==> src/rtl/calc_sequencer.sv <==
// UART calculator sequencer: parses "<A><op><B>=" (or CR), requests one ALU
// operation, then streams the signed decimal result followed by CR LF.
module calc_sequencer #(
  parameter int W            = 16,
  parameter int MAX_DIGITS   = 5,
  parameter int CLKS_TIMEOUT = 400000
) (
  input  logic             clk,
  input  logic             rst,
  input  logic [7:0]       rx_data,
  input  logic             rx_valid,
  output logic [7:0]       tx_data,
  output logic             tx_valid,
  input  logic             tx_ready,
  output logic [W-1:0]     alu_a,
  output logic [W-1:0]     alu_b,
  output logic [1:0]       alu_op,
  output logic             alu_start,
  input  logic             alu_done,
  input  logic [2*W-1:0]   alu_result,
  input  logic             alu_neg,
  input  logic             alu_err,
  output logic             busy,
  output logic             rx_dropped
);

  localparam int RW = 2 * W;

  // Number of decimal digits needed for the largest RW-bit magnitude.
  function automatic int calc_ndig(input int rw);
    logic [63:0] p;
    int          n;
    p = 64'd10;
    n = 1;
    for (int i = 0; i < 20; i++) begin
      if (p <= ((64'd1 << rw) - 64'd1)) begin
        p = p * 64'd10;
        n++;
      end
    end
    return n;
  endfunction

  localparam int NDIG = calc_ndig(RW);
  localparam int KW   = $clog2(NDIG);
  localparam int CW   = $clog2(MAX_DIGITS + 1);
  localparam int TW   = $clog2(CLKS_TIMEOUT + 1);

  localparam logic [3:0] S_IDLE     = 4'd0;
  localparam logic [3:0] S_OPA      = 4'd1;
  localparam logic [3:0] S_OPB      = 4'd2;
  localparam logic [3:0] S_ALU_REQ  = 4'd3;
  localparam logic [3:0] S_ALU_WAIT = 4'd4;
  localparam logic [3:0] S_CONV     = 4'd5;
  localparam logic [3:0] S_SEND_CR  = 4'd6;
  localparam logic [3:0] S_SEND_LF  = 4'd7;
  localparam logic [3:0] S_ERR      = 4'd8;

  localparam logic [7:0] CH_0     = 8'h30;
  localparam logic [7:0] CH_9     = 8'h39;
  localparam logic [7:0] CH_SP    = 8'h20;
  localparam logic [7:0] CH_PLUS  = 8'h2B;
  localparam logic [7:0] CH_MINUS = 8'h2D;
  localparam logic [7:0] CH_MUL   = 8'h2A;
  localparam logic [7:0] CH_DIV   = 8'h2F;
  localparam logic [7:0] CH_EQ    = 8'h3D;
  localparam logic [7:0] CH_CR    = 8'h0D;
  localparam logic [7:0] CH_LF    = 8'h0A;
  localparam logic [7:0] CH_E     = 8'h45;

  // 10^k as an RW-bit constant; the top power always fits RW bits.
  function automatic logic [RW-1:0] pow10(input logic [KW-1:0] k);
    logic [RW-1:0] p;
    p = RW'(1);
    for (int i = 0; i < NDIG; i++) begin
      if (i < int'(k)) p = p * RW'(10);
    end
    return p;
  endfunction

  logic [3:0]    state;
  logic [CW-1:0] cnt;
  logic [TW-1:0] to_cnt;
  logic          sign_pend;
  logic          started;
  logic [RW-1:0] rem;
  logic [3:0]    dig;
  logic [KW-1:0] kidx;

  logic          is_digit;
  logic [3:0]    dval;
  logic          is_op;
  logic [1:0]    op_code;
  logic [W+3:0]  acc_a;
  logic [W+3:0]  acc_b;
  logic          a_ok;
  logic          b_ok;
  logic [RW-1:0] pw;
  logic          conv_idle;
  logic          conv_sub;
  logic          conv_emit;
  logic          conv_skip;
  logic          conv_sent;
  logic          conv_adv;

  assign busy       = !(state == S_IDLE || state == S_OPA || state == S_OPB);
  assign rx_dropped = rx_valid && busy;
  assign alu_start  = (state == S_ALU_REQ);

  // Byte decode, operand accumulation and digit-conversion step decisions.
  always_comb begin
    is_digit  = (rx_data >= CH_0) && (rx_data <= CH_9);
    dval      = rx_data[3:0];
    is_op     = 1'b1;
    op_code   = 2'b00;
    case (rx_data)
      CH_PLUS:  op_code = 2'b00;
      CH_MINUS: op_code = 2'b01;
      CH_MUL:   op_code = 2'b10;
      CH_DIV:   op_code = 2'b11;
      default:  is_op   = 1'b0;
    endcase
    acc_a     = {4'b0, alu_a} * (W+4)'(10) + (W+4)'(dval);
    acc_b     = {4'b0, alu_b} * (W+4)'(10) + (W+4)'(dval);
    a_ok      = (acc_a[W+3:W] == 4'b0) && (cnt != CW'(MAX_DIGITS));
    b_ok      = (acc_b[W+3:W] == 4'b0) && (cnt != CW'(MAX_DIGITS));
    pw        = pow10(kidx);
    conv_idle = (state == S_CONV) && !tx_valid && !sign_pend;
    conv_sub  = conv_idle && (rem >= pw);
    conv_emit = conv_idle && (rem < pw) && ((dig != 4'd0) || started || (kidx == '0));
    conv_skip = conv_idle && (rem < pw) && !((dig != 4'd0) || started || (kidx == '0));
    conv_sent = (state == S_CONV) && tx_valid && tx_ready && !sign_pend;
    conv_adv  = conv_skip || conv_sent;
  end

  // Result datapath: latch the ALU magnitude, then peel digits by repeated subtraction.
  always_ff @(posedge clk) begin
    if (state == S_ALU_WAIT && alu_done && !alu_err) begin
      rem  <= alu_result;
      dig  <= 4'd0;
      kidx <= KW'(NDIG - 1);
    end else if (conv_sub) begin
      rem <= rem - pw;
      dig <= dig + 4'd1;
    end else if (conv_adv) begin
      dig <= 4'd0;
      if (kidx != '0) kidx <= kidx - 1'b1;
    end
  end

  // Sequencer FSM: parsing, ALU handshake and transmit byte handshakes.
  always_ff @(posedge clk) begin
    if (rst) begin
      state     <= S_IDLE;
      tx_valid  <= 1'b0;
      tx_data   <= 8'h00;
      alu_a     <= '0;
      alu_b     <= '0;
      alu_op    <= 2'b00;
      cnt       <= '0;
      to_cnt    <= '0;
      sign_pend <= 1'b0;
      started   <= 1'b0;
    end else begin
      case (state)
        S_IDLE: begin
          to_cnt <= '0;
          if (rx_valid) begin
            if (is_digit) begin
              alu_a <= W'(dval);
              cnt   <= CW'(1);
              state <= S_OPA;
            end else if (rx_data != CH_SP) begin
              state <= S_ERR;
            end
          end
        end
        S_OPA: begin
          if (rx_valid) begin
            to_cnt <= '0;
            if (is_digit) begin
              if (a_ok) begin
                alu_a <= acc_a[W-1:0];
                cnt   <= cnt + 1'b1;
              end else begin
                state <= S_ERR;
              end
            end else if (is_op) begin
              alu_op <= op_code;
              alu_b  <= '0;
              cnt    <= '0;
              state  <= S_OPB;
            end else if (rx_data != CH_SP) begin
              state <= S_ERR;
            end
          end else if (to_cnt == TW'(CLKS_TIMEOUT - 1)) begin
            to_cnt <= '0;
            state  <= S_IDLE;
          end else begin
            to_cnt <= to_cnt + 1'b1;
          end
        end
        S_OPB: begin
          if (rx_valid) begin
            to_cnt <= '0;
            if (is_digit) begin
              if (b_ok) begin
                alu_b <= acc_b[W-1:0];
                cnt   <= cnt + 1'b1;
              end else begin
                state <= S_ERR;
              end
            end else if ((rx_data == CH_EQ || rx_data == CH_CR) && cnt != '0) begin
              state <= S_ALU_REQ;
            end else begin
              state <= S_ERR;
            end
          end else if (to_cnt == TW'(CLKS_TIMEOUT - 1)) begin
            to_cnt <= '0;
            state  <= S_IDLE;
          end else begin
            to_cnt <= to_cnt + 1'b1;
          end
        end
        S_ALU_REQ: state <= S_ALU_WAIT;
        S_ALU_WAIT: begin
          if (alu_done) begin
            if (alu_err) begin
              state <= S_ERR;
            end else begin
              sign_pend <= alu_neg;
              started   <= 1'b0;
              state     <= S_CONV;
            end
          end
        end
        S_CONV: begin
          if (tx_valid && tx_ready) begin
            tx_valid  <= 1'b0;
            sign_pend <= 1'b0;
          end else if (!tx_valid && sign_pend) begin
            tx_data  <= CH_MINUS;
            tx_valid <= 1'b1;
          end else if (conv_emit) begin
            tx_data  <= CH_0 | {4'h0, dig};
            tx_valid <= 1'b1;
            started  <= 1'b1;
          end
          if (conv_adv && kidx == '0) state <= S_SEND_CR;
        end
        S_ERR: begin
          if (!tx_valid) begin
            tx_data  <= CH_E;
            tx_valid <= 1'b1;
          end else if (tx_ready) begin
            tx_valid <= 1'b0;
            state    <= S_SEND_CR;
          end
        end
        S_SEND_CR: begin
          if (!tx_valid) begin
            tx_data  <= CH_CR;
            tx_valid <= 1'b1;
          end else if (tx_ready) begin
            tx_valid <= 1'b0;
            state    <= S_SEND_LF;
          end
        end
        S_SEND_LF: begin
          if (!tx_valid) begin
            tx_data  <= CH_LF;
            tx_valid <= 1'b1;
          end else if (tx_ready) begin
            tx_valid <= 1'b0;
            state    <= S_IDLE;
          end
        end
        default: state <= S_IDLE;
      endcase
    end
  end

endmodule
==> config.mk <==
export PLATFORM = sky130hd
export DESIGN_NAME = calc_sequencer
export DESIGN_NICKNAME = d
export VERILOG_FILES = /design/src/rtl/calc_sequencer.sv
export SDC_FILE = /design/constraint.sdc
export NUM_CORES = 1
export LEC_CHECK = 0
export CORE_ASPECT_RATIO = 1.1
export CORE_UTILIZATION = 56
export CTS_CLUSTER_DIAMETER = 80
export DETAILED_ROUTE_END_ITERATION = 7
export MAX_ROUTING_LAYER = met4
export PLACE_DENSITY = 0.75
export RECOVER_POWER = 50
export SETUP_SLACK_MARGIN = 0.02
export SYNTH_ARGS = -nofsm -noshare
export SYNTH_HDL_FRONTEND = slang
export SYNTH_SLANG_ARGS = --single-unit
==> constraint.sdc <==
create_clock -name clk -period 37.4 [get_ports clk]
set_clock_uncertainty 0.2 [all_clocks]
set_input_delay 3.74 -clock clk [delete_from_list [all_inputs] [get_ports clk]]
set_output_delay 3.74 -clock clk [all_outputs]
set_load 0.05 [all_outputs]
# Word level (Yosys, flattened, before mapping)
# Index checks and enable logic that the tools add are counted.
op_classes:
  addsub: 7
  multipliers: 11
  n_lt_le_gt_ge: 14
  n_eq_ne: 49
  mux: 86
  bitwise: 2
  n_reduce_logical: 59
ops:
  columns: ["operator", "count"]
  rows:
  - ["$mux 32", 11]
  - ["$mul 32x3->31 const B", 9]
  - ["$mux 16", 11]
  - ["$mux 4", 24]
  - ["$pmux 16 s2", 2]
  - ["$mux 8", 6]
  - ["$ne 2x2->1 const B", 24]
  - ["$add 20x4->20", 2]
  - ["$eq 8x6->1 const B", 5]
  - ["$mul 16x3->19 const B", 2]
  - ["$mux 19", 2]
  - ["$pmux 19 s2", 1]
  - ["$pmux 4 s9", 1]
  - ["$ge 32x32->1", 1]
  - ["$lt 32x32->1", 1]
  - ["$pmux 8 s4", 1]
  - ["$sub 32x32->32", 1]
  - ["$mux 3", 9]
  - ["$add 19x1->19 const B", 1]
  - ["$eq 19x19->1 const B", 1]
  - ["$logic_and 1x1->1", 19]
  - ["$reduce_and 6->1", 3]
  - ["$eq 4x3->1 const B", 4]
  - ["$logic_not 4->1", 4]
  - ["38 further kinds", 83]
word_totals:
  reg_bits: 111
  input_bits: 47
  out_inout_bits: 46
  wordCells: 241

# Longest topological paths before layout
logic_depth:
  depth_word: 27
  mapped_depth: 85
  mapped_depth_nobuf: 82

# Worst setup path after synthesis
# OpenSTA, ideal clock, no wires.
synth_path:
  path_type: "flip-flop to flip-flop"
  start: "register kidx[3]"
  end: "register rem[0] (enable)"
  setup_time_ns: 0.389
  arrival_ns: 15.605
  required_time_ns: 36.811
  path_slack_ns: 21.205
  stages_incl_launch_ff: 71
  n_path_buf: 4
  synth_period_minus_slack_ns: 16.195
  path_cell_list: "dfxtp_1 buf_2 or2_2 clkbuf_1 clkbuf_1 nor2_1 inv_1 ha_1 mux2i_1 inv_1 ha_1 ha_1 inv_1 fa_1 o21ai_0 ha_1 ha_1 a21oi_1 (+35 left out) ha_1 ha_1 a21oi_1 nand3b_1 o221ai_1 o211a_1 nand2b_1 a21oi_1 xor2_1 o221a_2 ha_1 clkbuf_1 nand4_1 or4_1 nor2_1 o21a_1 nor2_1 nand2_1"
synth_between:
  elab_chain_cells: 23
  word_cells_on_any_way: 32
  classes_between: "mul (9); order compare (11); mux (10); reduce/logical (2)"
synth_rtl:
  columns: ["item", "line", "rtl"]
  rows:
  - ["start: declaration", "88", "logic [KW-1:0] kidx;"]
  - ["start signal: assignment", "141", "kidx <= KW'(NDIG - 1);"]
  - ["start signal: assignment", "147", "if (kidx != '0) kidx <= kidx - 1'b1;"]
  - ["$lt 1x4->1", "76", "if (i < int'(k)) p = p * RW'(10);"]
  - ["$mux 4", "76", null]
  - ["$mul 32x3->31", "76", null]
  - ["$mux 32", "76", null]
  - ["$mul 32x3->31", "76", null]
  - ["$mux 32", "76", null]
  - ["$mul 32x3->31", "76", null]
  - ["$mux 32", "76", null]
  - ["(+7 left out)", null, null]
  - ["$mux 32", "76", null]
  - ["$mul 32x3->31", "76", null]
  - ["$mux 32", "76", null]
  - ["$mul 32x3->31", "76", null]
  - ["$mux 32 *", "76", null]
  - ["$ge 32x32->1 *", "129", "conv_sub = conv_idle && (rem >= pw);"]
  - ["$logic_and 1x1->1 *", "129", null]
  - ["$reduce_bool 2->1 (no line) *", null, null]
  - ["end signal: assignment", "139", "rem <= alu_result;"]
  - ["end signal: assignment", "143", "rem <= rem - pw;"]
  - ["end: declaration", "86", "logic [RW-1:0] rem;"]
# Every way passes the cells marked *; elsewhere a longest branch is shown, timed or not.
# A chain may end at the register's enable or synchronous reset.

# Final worst setup path
layout_path:
  start: "register kidx[2]"
  end: "register kidx[3]"
layout_between:
  elab_chain_cells: 25
  word_cells_on_any_way: 42
  classes_between: "add/sub (1); mul (9); order compare (12); mux (10); bitwise (1); reduce/logical (9)"
layout_rtl:
  columns: ["item", "line", "rtl"]
  rows:
  - ["$lt 1x4->1", "76", null]
  - ["$mux 4", "76", null]
  - ["$mul 32x3->31", "76", null]
  - ["$mux 32", "76", null]
  - ["$mul 32x3->31", "76", null]
  - ["$mux 32", "76", null]
  - ["$mul 32x3->31", "76", null]
  - ["$mux 32", "76", null]
  - ["(+8 left out)", null, null]
  - ["$mul 32x3->31", "76", null]
  - ["$mux 32", "76", null]
  - ["$mul 32x3->31", "76", null]
  - ["$mux 32", "76", null]
  - ["$lt 32x32->1", "131", "conv_skip = conv_idle && (rem < pw) && !((dig != 4'd0) || started || (kidx == '0));"]
  - ["$logic_and 1x1->1 (2 in series)", "131", null]
  - ["$logic_or 1x1->1", "133", "conv_adv = conv_skip || conv_sent;"]
  - ["$reduce_and 3->1 (no line)", null, null]
# Parallel ways exist; a longest one is shown, timed or not.

==> results.toml <==
[detailed_routing]
drt-initial-drc-count = 1407
ant_nets = 0
vias_per_cell = 6.25
routedWlPerCell_um = 17.7
drt-total-wl_um = 54800
drc_errors = 0
first_pass_iters = 5
vias = 19400

[clock_network]
clkTransAtPathRegs_ns = 0.08
clock-root-buffer = "clkbuf_16"
clkSinkCount = 110
htreeDepth = 3
post_cts_resized = 0
cts.hold.buffers_added = 0
clock_latency_ns = 0.38
cts_tree = "yes"
cts_buffer_depth = 2
cts_buffers = 9
post-cts-setup-buffers = 0

[critical_path]
r2r-start = "kidx[2]$_SDFFE_PP0P_"
crit_fanout = 19
reg2reg_depth = 71
cp.arrival_ns = 19.21
cp_common_cell = "ha_1"
r2r_slack_ns = 18.20
critPathMaxStageDelay_ns = 0.77
reg2reg_to = "kidx[3]$_SDFFE_PP1P_"
startpoint_type = "flip-flop"
slowest_stage = "nor4_1"
path_class = "reg -> reg"
crit_path_end_kind = "flip-flop"
required_ns = 37.41

[hold_path]
hold_depth = 2
hold_path_end = "cnt[1]$_SDFFE_PP0P_"
hold_path.class = "reg -> reg"
hp-start = "cnt[1]$_SDFFE_PP0P_"

[floorplanning]
die_h_um = 200
rows = 72
boundaryPins = 93
core-area_um2 = 35100
initial_core_util_pct = 56.9
die_x_um = 182
dieArea_um2 = 36500

[global_route]
grt_start_max_net_pins = 59
grt_overflow = 0
gr-usage-all-layers_pct = 30.7
grt_pass1_vias = 18900
antenna_found_initial = 0
grt_pass1_wl_um = 90800

[sta]
slew_headroom_pct = -25.7
drv_slew = 17
setup_viol = 0
worstMarginPinSlew_ns = 1.88
fmax_mhz = 52.1
finalCriticalPeriod_ns = 19.20
setup_tns_ns = 0
fin_crit_sh_pct = 51.3
rsz0062_at_grt = "false"
hold_viol_final = 0

[synth]
async_flop_share_pct = 0
ys_seq_area_share_pct = 12.6
yosysMostFrequentCell = "ha_1"
synth_top_area_share_pct = 24.0
synth_warnings = 0
synth_fp_nets = 3062
netlist_top_cells_area = "ha_1 (24%), dfxtp_1 (7.8%), a21oi_1 (5.7%), nor2_1 (5.3%), edfxtp_1 (4.8%)"
avgSynthCellArea_um2 = 7.64
synth_top_flop_cell = "dfxtp_1"
synth_top_cell_by_area = "ha_1"
synth-edff-count = 32
netlist_area_um2 = 20000
synth_cells = 2618
synth_seq_cells = 110
synth_common_cells = "ha_1 (384), nor2_1 (280), a21oi_1 (229), nand2_1 (216), o21ai_0 (160)"
synth_cell_types = 96

[outcome]
violations = "capacitance limit, slew limit"
outcome = "finished with violations"

[placement]
dpl.cell_count = 3088
dp_hpwl_um = 44200
gp_congestion = 0.955
postPlaceCellArea_um2 = 21200
portBuffers = 91

[finish]
antenna_cells = 0
nets = 3099
drive_gt1_share_pct = 3.42
post-route-util_pct = 61.3
syn2layout_area_growth_pct = 7.65
final_cell_area_um2 = 21500
instances_no_fill = 3104

[flow_run]
cap_viol_max_count = 1
-- routing by layer --
metal	track usage [%]	up-vias	share of wire [%]
met5	-	-	0
met4	10.9	0	2.7
met3	2.20	99	3.7
met2	54.8	482	50
met1	36.0	9115	44
li1	-	9701	-
-- final cells by class --
type                    count  area, µm²
inverters                 113        424
clock buffers              11        254
well taps                 444        556
repair buffers            106       1010
multi-input cells        2315      16700
flip-flops and latches    110       2520
fillers                  3230      13600
clock inverters             5       46.3
-- worst max-delay path by stage --
stage,startpoint,end,slack [ns],cells after the start
3_5_place_dp,kidx[2]$_SDFFE_PP0P_,kidx[3]$_SDFFE_PP1P_,18.73,70
4_1_cts,kidx[2]$_SDFFE_PP0P_,kidx[3]$_SDFFE_PP1P_,18.63,70
3_3_place_gp,kidx[2]$_SDFFE_PP0P_,kidx[3]$_SDFFE_PP1P_,18.87,70
2_1_floorplan,kidx[3]$_SDFFE_PP1P_,rem[0]$_DFFE_PP_,21.21,70
5_1_grt,kidx[2]$_SDFFE_PP0P_,kidx[3]$_SDFFE_PP1P_,16.83,73
6_report,kidx[2]$_SDFFE_PP0P_,kidx[3]$_SDFFE_PP1P_,18.20,71
-- critical path: cells and delay by family (launching register included) --
| family | cells | cell delay, ns |
|---|---|---|
| simple gates | 16 | 3.81 |
| xor+xnor | 5 | 0.96 |
| buf+inv | 4 | 0.38 |
| compound gates | 28 | 6.96 |
| mux | 2 | 0.85 |
| flops | 1 | 0.70 |
| fa+ha+maj | 16 | 5.14 |
-- metrics by stage --
step | hold WS (ns) | setup slack, ns
finish | 0.289 | 18.20
global route | 0.299 | 16.83
CTS | 0.284 | 18.63
detailed placement | 0.275 | 18.73
global placement | 0.256 | 18.87
floorplan | 0.235 | 21.21
-- cell families (layout without fill, tap and decap cells) --
kind of cell	Yosys count	count (layout)	synth area share, %
simple gates	894	894	21.7
xor+xnor	182	182	8.04
compound gates	779	779	25.3
other cells	1	1	0.0188
flops	110	110	12.6
fa+ha+maj	397	397	25.3
mux	62	62	3.26
buf+inv	193	235	3.77
-- state kept, by name (all words and copies together) (netlist names) --
name,count
rem,32
to_cnt,19
alu_a,16
alu_b,16
tx_data,7
dig,4
kidx,4
state,4
cnt,3
alu_op,2
sign_pend,1
started,1
tx_valid,1
-- cell usage in the layout (no fill, tap or decap), types with 10 or more instances in the layout --
| cell | Yosys | layout |
|---|---|---|
| dfxtp_1 | 78 | 77 |
| nand4_1 | 28 | 28 |
| a31oi_1 | 31 | 31 |
| inv_1 | 112 | 112 |
| nand2_1 | 216 | 216 |
| and2_1 | 28 | 28 |
| mux2i_1 | 37 | 37 |
| edfxtp_1 | 32 | 32 |
| xnor2_1 | 101 | 101 |
| mux2_2 | 25 | 23 |
| a21oi_1 | 229 | 228 |
| or3_1 | 27 | 27 |
| dlygate4sd3_1 | 0 | 48 |
| clkdlybuf4s50_1 | 0 | 42 |
| nor3_1 | 49 | 50 |
| clkbuf_16 | 0 | 10 |
| o21ai_0 | 160 | 160 |
| buf_4 | 1 | 14 |
| ha_1 | 384 | 384 |
| nor2b_1 | 34 | 34 |
| o21a_1 | 47 | 47 |
| a21o_1 | 97 | 97 |
| xor2_1 | 80 | 80 |
| fa_1 | 13 | 13 |
| o21bai_1 | 22 | 22 |
| nor3b_1 | 13 | 13 |
| a211o_1 | 9 | 10 |
| nand3_1 | 71 | 71 |
| nor4_1 | 13 | 12 |
| o31ai_1 | 20 | 20 |
| and3_1 | 31 | 31 |
| nor4b_1 | 9 | 10 |
| nor2_1 | 280 | 280 |
| o211ai_1 | 25 | 25 |
| nand2b_1 | 48 | 48 |
| a211oi_1 | 30 | 30 |
Power is left out: the tool's default activity adds up to more than one toggle a clock period on the data nets, which glitch-free logic cannot reach.
